<file path="src/rtl/ahb_prot_filter.sv">
// ahb_prot_filter: AHB-Lite region permission filter with two-cycle ERROR, sticky fault log and optional violation counter (AHB_PROT_FILTER_CNT_EN)
module ahb_prot_filter #(
  parameter int ADDR_W      = 32,
  parameter int PROT_W      = 4,
  parameter int NUM_REGIONS = 4,
  parameter int CNT_W       = 8
) (
  input  logic                          clk,
  input  logic                          rst,
  input  logic                          hsel,
  input  logic [ADDR_W-1:0]             haddr,
  input  logic [1:0]                    htrans,
  input  logic                          hwrite,
  input  logic [PROT_W-1:0]             hprot,
  input  logic                          hready,
  output logic                          hreadyout,
  output logic                          hresp,
  output logic                          hsel_s,
  input  logic                          hreadyout_s,
  input  logic                          hresp_s,
  input  logic [NUM_REGIONS*ADDR_W-1:0] region_base,
  input  logic [NUM_REGIONS*ADDR_W-1:0] region_mask,
  input  logic [NUM_REGIONS*3-1:0]      region_perm,
  output logic                          fault_valid,
  output logic [ADDR_W-1:0]             fault_addr,
  output logic [PROT_W-1:0]             fault_prot,
  output logic                          fault_write,
  input  logic                          fault_clr,
  output logic [CNT_W-1:0]              viol_count,
  output logic                          dp_opcode,
  output logic                          dp_priv,
  output logic                          dp_buf,
  output logic                          dp_cache,
  output logic [2:0]                    dp_ext
);
  localparam logic [1:0] IDLE = 2'd0;
  localparam logic [1:0] ERR1 = 2'd1;
  localparam logic [1:0] ERR2 = 2'd2;
  logic [1:0] state;
  logic       hit, deny, open, accept, viol, dp_fwd;
  logic [2:0] perm;
  logic [6:0] hp7;
  // hprot widened to 7 bits so the AHB5 extension bits read as zero on AHB-Lite
  assign hp7 = 7'(hprot);
  // region match; scanning downward leaves the lowest matching index in place
  always_comb begin
    hit  = 1'b0;
    perm = 3'b000;
    for (int i = NUM_REGIONS-1; i >= 0; i--)
      if ((haddr & region_mask[i*ADDR_W +: ADDR_W]) == (region_base[i*ADDR_W +: ADDR_W] & region_mask[i*ADDR_W +: ADDR_W])) begin
        hit  = 1'b1;
        perm = region_perm[i*3 +: 3];
      end
  end
  assign deny   = !hit | (!hp7[1] & !perm[0]) | (hwrite & !perm[1]) | (!hp7[0] & !perm[2]);
  assign open   = (state == IDLE) | (state == ERR2);
  assign accept = hsel & htrans[1] & hready & open;
  assign viol   = accept & deny;
  assign hsel_s = hsel & !deny & open;
  assign hreadyout = state == ERR1 ? 1'b0 : state == ERR2 ? 1'b1 : dp_fwd ? hreadyout_s : 1'b1;
  assign hresp     = open & (state != ERR2) ? (dp_fwd & hresp_s) : 1'b1;
  // error sequencer: ERR1 always advances, ERR2 can re-enter ERR1 on a fresh violation
  always_ff @(posedge clk or posedge rst)
    if (rst) state <= IDLE;
    else state <= state == ERR1 ? ERR2 : viol ? ERR1 : IDLE;
  // data-phase forwarding flag and hprot decode for the current data phase
  always_ff @(posedge clk or posedge rst)
    if (rst) begin
      dp_fwd    <= 1'b0;
      dp_opcode <= 1'b0;
      dp_priv   <= 1'b0;
      dp_buf    <= 1'b0;
      dp_cache  <= 1'b0;
      dp_ext    <= 3'b000;
    end else begin
      if (hready) dp_fwd <= accept & !deny;
      if (accept) begin
        dp_opcode <= ~hp7[0];
        dp_priv   <= hp7[1];
        dp_buf    <= hp7[2];
        dp_cache  <= hp7[3];
        dp_ext    <= hp7[6:4];
      end
    end
  // sticky fault log; a violation coinciding with a clear replaces the old record
  always_ff @(posedge clk or posedge rst)
    if (rst) begin
      fault_valid <= 1'b0;
      fault_addr  <= '0;
      fault_prot  <= '0;
      fault_write <= 1'b0;
    end else if (viol) begin
      fault_valid <= 1'b1;
      if (!fault_valid | fault_clr) begin
        fault_addr  <= haddr;
        fault_prot  <= hprot;
        fault_write <= hwrite;
      end
    end else if (fault_clr) fault_valid <= 1'b0;
`ifdef AHB_PROT_FILTER_CNT_EN
  // saturating count of accepted denied transfers
  always_ff @(posedge clk or posedge rst)
    if (rst) viol_count <= '0;
    else if (viol && viol_count != {CNT_W{1'b1}}) viol_count <= viol_count + 1'b1;
`else
  assign viol_count = '0;
`endif
endmodule

</file>
<file path="config.mk">
export PLATFORM = sky130hd
export DESIGN_NAME = ahb_prot_filter
export DESIGN_NICKNAME = d
export VERILOG_FILES = /design/src/rtl/ahb_prot_filter.sv
export SDC_FILE = /design/constraint.sdc
export NUM_CORES = 1
export LEC_CHECK = 0
export BUFFER_PORTS_ARGS = -buffer_cell sky130_fd_sc_hd__buf_4
export CAP_MARGIN = 20
export CORE_AREA = 2 2 145 147
export CTS_CLUSTER_DIAMETER = 80
export DETAILED_ROUTE_END_ITERATION = 8
export DIE_AREA = 0 0 147 149
export PLACE_DENSITY_LB_ADDON = 0.1
export SLEW_MARGIN = 10
export SYNTH_ARGS = -nofsm -noshare
export SYNTH_HDL_FRONTEND = slang
export SYNTH_SLANG_ARGS = --single-unit
</file>
<file path="constraint.sdc">
create_clock -name clk -period 2.3 [get_ports clk]
set_clock_uncertainty 0.05 [all_clocks]
set_input_delay 0 -clock clk [delete_from_list [all_inputs] [get_ports clk]]
set_output_delay 0 -clock clk [all_outputs]
set_load 0.02 [all_outputs]
</file>
==> metrics.txt, run 1 <==
# TYPE chip_impl_metric gauge
chip_impl_metric{name="largest_fanout_on_the_critical_path",unit=""} 15
chip_impl_metric{name="antenna_found_initial",unit=""} 0
chip_impl_metric{name="finish.utilization",unit="%"} 37.4
chip_impl_metric{name="count_of_boundary_i_o_pins",unit=""} 370
chip_impl_metric{name="insertion_delay",unit="ns"} 0.29
chip_impl_info{name="failing_checks",value="negative setup slack"} 1
chip_impl_metric{name="final.setup.worst_slack",unit="ns"} -0.166
chip_impl_info{name="worst_hold_path.endpoint",value="fault_addr[30]"} 1
chip_impl_info{name="worstReg2RegEnd",value="fault_addr[1]"} 1
chip_impl_metric{name="cts.path.max_buffers",unit=""} 2
chip_impl_metric{name="synth_adder_area_share",unit="%"} 0.250
chip_impl_metric{name="wl",unit="mm"} 21.3
chip_impl_info{name="synth.largest_area_cell",value="sky130_fd_sc_hd__dfrtp_1"} 1
chip_impl_metric{name="die_height",unit="µm"} 149
chip_impl_metric{name="synth-seq-cells",unit=""} 45
chip_impl_metric{name="drc",unit=""} 0
chip_impl_metric{name="antenna-diode-count",unit=""} 0
chip_impl_info{name="synth.top_cells.by_area",value="sky130_fd_sc_hd__dfrtp_1 28%, sky130_fd_sc_hd__xor2_1 28%, sky130_fd_sc_hd__mux2_4 11%"} 1
chip_impl_info{name="min_path_type",value="in2reg"} 1
chip_impl_metric{name="synth_enable_flop_cells",unit=""} 0
chip_impl_metric{name="hold_depth",unit=""} 3
chip_impl_metric{name="layout.nets",unit=""} 1080
chip_impl_info{name="critical_setup_path_class",value="in2reg"} 1
chip_impl_info{name="critPathCaptureType",value="flop"} 1
chip_impl_info{name="cts_tree",value="done"} 1
chip_impl_info{name="mostFrequentLayoutCell",value="sky130_fd_sc_hd__buf_4"} 1
chip_impl_metric{name="area.growth.synth_to_final",unit="%"} 92.1
chip_impl_metric{name="power_density",unit="nW/µm²"} 475
chip_impl_metric{name="post-route-period-util",unit="%"} 107
chip_impl_metric{name="synthCells",unit=""} 374
chip_impl_metric{name="final-hold-violation-count",unit=""} 0
chip_impl_metric{name="grt_pass1_vias",unit=""} 4796
chip_impl_metric{name="finalSetupViolations",unit=""} 38
chip_impl_metric{name="r2r.worst_path.cells",unit=""} 5
chip_impl_metric{name="grt_pass1_wl",unit="mm"} 30.4
chip_impl_metric{name="grt_start_max_net_pins",unit=""} 31
chip_impl_metric{name="worstPathRequired",unit="ns"} 2.43
chip_impl_metric{name="arrival",unit="ns"} 2.59
chip_impl_metric{name="cts_buffers",unit=""} 5
chip_impl_metric{name="syn-cell-area",unit="µm²"} 4000
chip_impl_metric{name="holdWs",unit="ns"} 0.00518
chip_impl_metric{name="worstMarginPinSlew",unit="ns"} 0.713
chip_impl_metric{name="synth_xor_xnor_area_share",unit="%"} 28.0
chip_impl_metric{name="avgRoutedWirePerCell",unit="µm"} 20.4
chip_impl_metric{name="post-synth-top-area-fraction",unit="%"} 28.1
chip_impl_info{name="grt_setup_unrepaired",value="true"} 1
chip_impl_metric{name="drt_iter0_markers",unit=""} 131
chip_impl_info{name="crit-reg2reg-launch",value="state[0]"} 1
chip_impl_metric{name="post_layout_nonfiller_instances",unit=""} 1042
chip_impl_metric{name="leakage_power",unit="µW"} 0.00383
chip_impl_metric{name="worst-r2r-setup-slack",unit="ns"} 0.39
chip_impl_info{name="worst_hold_start",value="haddr[30]"} 1
chip_impl_info{name="most_used_flip_flop_cell_after_synthesis",value="sky130_fd_sc_hd__dfrtp_1"} 1
chip_impl_metric{name="period_minus_slack",unit="ns"} 2.47
chip_impl_metric{name="synth_warnings",unit=""} 0
chip_impl_metric{name="clock_tree.htree_level_count",unit=""} 2
chip_impl_info{name="start_kind",value="primary input"} 1
chip_impl_info{name="ctsRootBufferMaster",value="sky130_fd_sc_hd__clkbuf_16"} 1
chip_impl_metric{name="die-area",unit="µm²"} 21900
chip_impl_metric{name="synth_compound_gate_area_share",unit="%"} 15.1
chip_impl_info{name="run_status",value="finished, violations left"} 1
chip_impl_metric{name="route.vias.total",unit=""} 4349
chip_impl_metric{name="post-dp-hpwl",unit="mm"} 18.5
chip_impl_metric{name="async_reset_ff_share",unit="%"} 100
chip_impl_metric{name="maxCapViolations",unit=""} 0
chip_impl_info{name="worstSetupStartpoint",value="haddr[27]"} 1
chip_impl_metric{name="placement_stage_worst_setup_slack",unit="ns"} -0.554
chip_impl_metric{name="path_clk_slew",unit="ns"} 0.07
chip_impl_metric{name="slew_violations",unit=""} 0
chip_impl_metric{name="syn_avg_cell_area",unit="µm²"} 10.7
chip_impl_metric{name="slew-limit-headroom",unit="%"} 52.4
chip_impl_metric{name="fmax",unit="GHz"} 0.406
chip_impl_metric{name="gp_congestion",unit=""} 0.849
chip_impl_metric{name="post_synth_mux_area_share",unit="%"} 14.1
chip_impl_metric{name="floorplan.initialDensity",unit="%"} 19.5
chip_impl_metric{name="coreArea",unit="µm²"} 20600
chip_impl_metric{name="ir_worst_vdd",unit="mV"} 0.248
chip_impl_metric{name="synth_simple_gate_area_share",unit="%"} 5.56
chip_impl_metric{name="port_buffer_count",unit=""} 357
chip_impl_metric{name="floorplan.die.width",unit="µm"} 147
chip_impl_metric{name="synth.lib_cells_used.distinct",unit=""} 35
chip_impl_metric{name="power.total",unit="µW"} 3650
chip_impl_metric{name="first_pass_iters",unit=""} 5
chip_impl_metric{name="clk_sinks",unit=""} 45
chip_impl_metric{name="post_drt_via_cell_ratio",unit=""} 4.17
chip_impl_metric{name="placed_cells_incl_taps",unit=""} 1015
chip_impl_metric{name="drt.antenna.violating_nets",unit=""} 0
chip_impl_metric{name="layout-drive-gt1-share",unit="%"} 63.1
chip_impl_metric{name="grt_usage",unit="%"} 19.1
chip_impl_metric{name="sequential_element_share_of_the_synthesized_area",unit="%"} 28.1
chip_impl_info{name="synth_top_family_by_area",value="XOR/XNOR gates"} 1
chip_impl_metric{name="row_count",unit=""} 53
chip_impl_metric{name="global_route.overflow_total",unit=""} 0
chip_impl_info{name="mostFrequentLayoutCells",value="384 x sky130_fd_sc_hd__buf_4, 124 x sky130_fd_sc_hd__xor2_1, 46 x sky130_fd_sc_hd__a22oi_1"} 1
## worst max-delay path: stages
cell and delay [ns]:
sky130_fd_sc_hd__buf_12 0.11, sky130_fd_sc_hd__xor2_4 0.18, sky130_fd_sc_hd__a22o_1 0.26, sky130_fd_sc_hd__a221oi_4 0.27, sky130_fd_sc_hd__nand4_1 0.15, sky130_fd_sc_hd__or4_4 0.56, sky130_fd_sc_hd__a311oi_4 0.40, sky130_fd_sc_hd__nor3_4 0.14
sky130_fd_sc_hd__buf_12 0.19, sky130_fd_sc_hd__mux2_4 0.30
## where the power goes
group	leakage, µW	internal (µW)	switching [µW]
logic	0.00322	1020	814
registers	0.000541	957	104
clock network	0.0000708	411	346
total	0.00383	2390	1260
## per-layer routing
layer | global-route usage (%) | part of all wire, % | vias up
met2 | 35.0 | 52 | 214
met4 | 4.38 | 2.0 | 0
met5 | 0 | 0 | -
met3 | 4.98 | 6.9 | 22
li1 | - | - | 2081
met1 | 22.3 | 39 | 2032
## cell usage after synthesis (5+ instances only)
master and count:
sky130_fd_sc_hd__a22oi_1 54, sky130_fd_sc_hd__buf_2 26, sky130_fd_sc_hd__buf_4 13, sky130_fd_sc_hd__dfrtp_1 45, sky130_fd_sc_hd__inv_1 5, sky130_fd_sc_hd__mux2_2 10, sky130_fd_sc_hd__mux2_4 30, sky130_fd_sc_hd__nand4_1 16
sky130_fd_sc_hd__nor2_1 6, sky130_fd_sc_hd__o22ai_1 5, sky130_fd_sc_hd__xor2_1 128
## worst max-delay path by stage
stage                                 to  slack, ns  cells past startpoint
final                      fault_addr[1]      -0.17                     10
after global routing      fault_addr[27]      -0.24                     10
after CTS                 fault_addr[10]      -0.16                     11
after detailed placement  fault_addr[19]      -0.55                     11
after global placement     fault_prot[3]      -0.48                     11
after floorplan            fault_addr[0]      -0.06                     10
## sequential cells by signal, summed over array words and instances (netlist names)
signal,count
dp_buf,1
dp_cache,1
dp_fwd,1
dp_opcode,1
dp_priv,1
fault_addr,32
fault_prot,4
fault_valid,1
fault_write,1
state,2
## cell families after synthesis
logic type,Yosys count
mux,40
flops,45
simple gates,34
buf+inv,51
compound gates,74
other cells,1
xor+xnor,128
fa+ha+maj,1
## final cells by class
class | count | area, µm²
Fill cell | 2147 | 12900
Tap cell | 275 | 344
Clock inverter | 3 | 25.0
Timing Repair Buffer | 421 | 3320
Clock buffer | 5 | 125
Sequential cell | 45 | 1130
Multi-Input combinational cell | 288 | 2730
Inverter | 5 | 18.8
## per-stage QoR
stage / setup TNS, ns / instance area, µm²
after floorplan: -1.87 / 4140
after global placement: -18.26 / 7120
after detailed placement: -20.51 / 7120
after CTS: -3.92 / 7600
after global routing: -8.27 / 7690
final: -5.47 / 7690
## timing repair
item | in CTS | in global routing
endpoints found under the setup margin | 39 | 39
pin swaps | 11 | 18
buffers inserted | 3 | 1
resized for setup | 25 | 28
endpoints found under the hold margin | 46 | 0
cloned | 2 | 1
hold buffers | 14 | 0
(Power assumes the default switching activity.)
==> inputs of run 2 (changes only) <==
CELL_PAD_IN_SITES_DETAIL_PLACEMENT = 0   (was unset)
CELL_PAD_IN_SITES_GLOBAL_PLACEMENT = 1   (was unset)
CORE_AREA = 2 2 143 145   (was 2 2 145 147)
DIE_AREA = 0 0 145 147   (was 0 0 147 149)
RECOVER_POWER = 25   (was unset)
==> run 2 against run 1 <==
Compared with the run above:
- the run still ends with negative setup slack left
- setup slack gained 0.10 ns
- worst hold slack gained 0.010 ns
- fmax grew 4.2%
- register-to-register slack gained 0.09 ns
- power shrank 1.2%
- flip-flop and latch count is the same
- cell count shrank 0.19%
- clock-buffer cell count is the same
- die area shrank 2.7%
- via count shrank 1.4%
- critical path type is now in2out
- highest routed layer unchanged
==> metrics.txt, run 2 (synthesis gave the netlist of run 1 again) <==
# TYPE chip_impl_metric gauge
chip_impl_info{name="run_status",value="finished, violations left"} 1
chip_impl_info{name="failing_checks",value="negative setup slack"} 1
chip_impl_metric{name="worst-r2r-setup-slack",unit="ns"} 0.48
chip_impl_metric{name="met3_usage",unit="%"} 5.96
chip_impl_metric{name="grt_usage",unit="%"} 19.3
chip_impl_metric{name="fmax",unit="GHz"} 0.423
chip_impl_info{name="cp_top_family",value="simple AND/OR/NAND/NOR gates"} 1
chip_impl_metric{name="holdWs",unit="ns"} 0.0153
chip_impl_metric{name="insertion_delay",unit="ns"} 0.30
chip_impl_metric{name="die_height",unit="µm"} 147
chip_impl_metric{name="r2r.worst_path.cells",unit=""} 5
chip_impl_metric{name="worstMarginPinSlew",unit="ns"} 0.815
chip_impl_info{name="grt-busiest-layer",value="met2"} 1
chip_impl_info{name="worst_hold_path.endpoint",value="fault_addr[15]"} 1
chip_impl_metric{name="clock_tree.htree_level_count",unit=""} 2
chip_impl_metric{name="ir_worst_vdd",unit="mV"} 0.291
chip_impl_metric{name="row_count",unit=""} 52
chip_impl_metric{name="global_route.overflow_total",unit=""} 0
chip_impl_metric{name="cts_buffers",unit=""} 5
chip_impl_metric{name="die-area",unit="µm²"} 21300
chip_impl_metric{name="coreArea",unit="µm²"} 19800
chip_impl_info{name="crit-reg2reg-launch",value="state[0]"} 1
chip_impl_metric{name="power.total",unit="µW"} 3610
chip_impl_metric{name="gp_congestion",unit=""} 0.910
chip_impl_metric{name="area.growth.synth_to_final",unit="%"} 92.9
chip_impl_info{name="worst_hold_start",value="haddr[15]"} 1
chip_impl_metric{name="clk_sinks",unit=""} 45
chip_impl_metric{name="slew-limit-headroom",unit="%"} 45.6
chip_impl_info{name="reg_top3",value="fault_addr: 32 flops, fault_prot: 4 flops, state: 2 flops"} 1
chip_impl_metric{name="layout.nets",unit=""} 1083
chip_impl_metric{name="drc",unit=""} 0
chip_impl_metric{name="path_clk_slew",unit="ns"} 0.06
chip_impl_metric{name="post-dp-hpwl",unit="mm"} 18.3
chip_impl_metric{name="grt_util_met1",unit="%"} 22.6
chip_impl_info{name="start_kind",value="primary input"} 1
chip_impl_metric{name="drt_iter0_markers",unit=""} 133
chip_impl_metric{name="post-route-period-util",unit="%"} 103
chip_impl_metric{name="antenna_found_initial",unit=""} 0
chip_impl_metric{name="slew_violations",unit=""} 0
chip_impl_metric{name="avgRoutedWirePerCell",unit="µm"} 20.2
chip_impl_metric{name="antenna-diode-count",unit=""} 0
chip_impl_metric{name="detailed_place.area",unit="µm²"} 7120
chip_impl_info{name="critPathCaptureType",value="primary output"} 1
chip_impl_metric{name="grt_pass1_vias",unit=""} 4943
chip_impl_info{name="cpMostUsedCell",value="sky130_fd_sc_hd__buf_4"} 1
chip_impl_metric{name="n_fill_cell",unit=""} 2046
chip_impl_metric{name="final.setup.worst_slack",unit="ns"} -0.0653
chip_impl_metric{name="power_density",unit="nW/µm²"} 468
chip_impl_metric{name="cpPeakStageDelay",unit="ns"} 0.42
chip_impl_metric{name="wl",unit="mm"} 21.0
chip_impl_info{name="worstReg2RegEnd",value="fault_addr[22]"} 1
chip_impl_metric{name="grt_start_max_net_pins",unit=""} 46
chip_impl_metric{name="drt.antenna.violating_nets",unit=""} 0
chip_impl_metric{name="layout-drive-gt1-share",unit="%"} 62.2
chip_impl_info{name="cts_tree",value="done"} 1
chip_impl_metric{name="largest_fanout_on_the_critical_path",unit=""} 4
chip_impl_info{name="crit_path_cell_trace",value="buf_4 > xor2_1 > a22oi_1 > nand4_1 > nor4_2 > or3b_4 > a311oi_4 > buf_4 > and3_4 > buf_6"} 1
chip_impl_metric{name="leakage_power",unit="µW"} 0.00380
chip_impl_metric{name="count_of_boundary_i_o_pins",unit=""} 370
chip_impl_info{name="mostFrequentLayoutCell",value="sky130_fd_sc_hd__buf_4"} 1
chip_impl_metric{name="first_pass_iters",unit=""} 4
chip_impl_metric{name="cts.path.max_buffers",unit=""} 2
chip_impl_metric{name="worstPathRequired",unit="ns"} 2.25
chip_impl_info{name="min_path_type",value="in2reg"} 1
chip_impl_metric{name="route.vias.total",unit=""} 4289
chip_impl_metric{name="floorplan.initialDensity",unit="%"} 20.2
chip_impl_metric{name="port_buffer_count",unit=""} 357
chip_impl_metric{name="largest_register_ff_count",unit=""} 32
chip_impl_metric{name="period_minus_slack",unit="ns"} 2.37
chip_impl_info{name="critical_setup_path_class",value="in2out"} 1
chip_impl_metric{name="groute.layer.met2.usage",unit="%"} 35.1
chip_impl_metric{name="post_drt_via_cell_ratio",unit=""} 4.12
chip_impl_metric{name="finalInstanceArea",unit="µm²"} 7720
chip_impl_metric{name="cp_num_buf_inv",unit=""} 3
chip_impl_metric{name="arrival",unit="ns"} 2.32
chip_impl_info{name="grt_setup_unrepaired",value="true"} 1
chip_impl_info{name="max_flop_register",value="fault_addr"} 1
chip_impl_info{name="ctsRootBufferMaster",value="sky130_fd_sc_hd__clkbuf_16"} 1
chip_impl_metric{name="maxCapViolations",unit=""} 0
chip_impl_metric{name="grt_pass1_wl",unit="mm"} 30.5
chip_impl_info{name="cp_slowest_cell",value="sky130_fd_sc_hd__or3b_4"} 1
chip_impl_metric{name="finalSetupViolations",unit=""} 18
chip_impl_metric{name="floorplan.die.width",unit="µm"} 145
chip_impl_metric{name="hold_depth",unit=""} 3
chip_impl_metric{name="final-hold-violation-count",unit=""} 0
chip_impl_metric{name="setup-tns-final",unit="ns"} -0.184
chip_impl_info{name="mostFrequentLayoutCells",value="372 x sky130_fd_sc_hd__buf_4, 121 x sky130_fd_sc_hd__xor2_1, 46 x sky130_fd_sc_hd__a22oi_1"} 1
run 2: cell count changes in the layout (fill, tap and decap cells not counted), sizes merged:
| cell | previous run | this run |
|---|---|---|
| buf | 406 | 400 |
| dlygate4sd3 | 14 | 20 |
| clkbuf | 6 | 9 |
| clkinv | 0 | 1 |
| inv | 7 | 6 |
run 2: worst reg2reg max path: stages (launching register included):
cell and delay, ns:
sky130_fd_sc_hd__dfrtp_1 0.38, sky130_fd_sc_hd__inv_1 0.11, sky130_fd_sc_hd__nand4_1 0.23, sky130_fd_sc_hd__nor3_4 0.33
sky130_fd_sc_hd__buf_12 0.23, sky130_fd_sc_hd__mux2_2 0.36
run 2: timing repair:
item	CTS	global route
hold buffers	18	2
buffers inserted	1	1
setup endpoints to repair	39	39
hold endpoints to repair	65	2
gates resized for setup	23	26
pin swaps	20	16
run 2: per-stage QoR:
stage / std cells / worst slack (ns) / utilization (%)
5_1_grt: 1040 / -0.169 / 38.9
3_3_place_gp: 1010 / -0.455 / 35.9
3_5_place_dp: 1010 / -0.522 / 35.9
2_1_floorplan: 384 / -0.0623 / -
6_report: 1040 / -0.0653 / 38.9
4_1_cts: 1036 / -0.0881 / 38.1
run 2: layout make-up:
class	instances	area [µm²]	area share, %
well taps	270	338	4.38
clock inverters	3	25.0	0.324
flip-flops and latches	45	1130	14.6
inverters	5	18.8	0.243
repair buffers	424	3390	43.9
clock buffers	5	125	1.62
multi-input cells	288	2700	34.9
run 2: report_power, final:
group	total, µW	switching, µW	internal, µW
clock	754	344	409
sequential	1060	99.9	957
combinational	1800	796	1000
total	3610	1240	2370
run 2: worst max path at each step:
| stage | from | endpoint | depth (start not counted) |
|---|---|---|---|
| after detailed placement | haddr[3] | fault_addr[17] | 10 |
| after floorplan | haddr[4] | fault_addr[0] | 10 |
| after CTS | haddr[20] | hsel_s | 11 |
| after global placement | haddr[3] | fault_addr[27] | 10 |
| final | haddr[26] | hsel_s | 10 |
| after global routing | region_base[81] | hsel_s | 10 |
run 2: routing by layer:
| metal | vias up | wire length [µm] |
|---|---|---|
| met3 | 9 | 1650 |
| met4 | 0 | 178 |
| met2 | 218 | 10900 |
| li1 | 2091 | - |
| met5 | - | 0 |
| met1 | 1971 | 8240 |
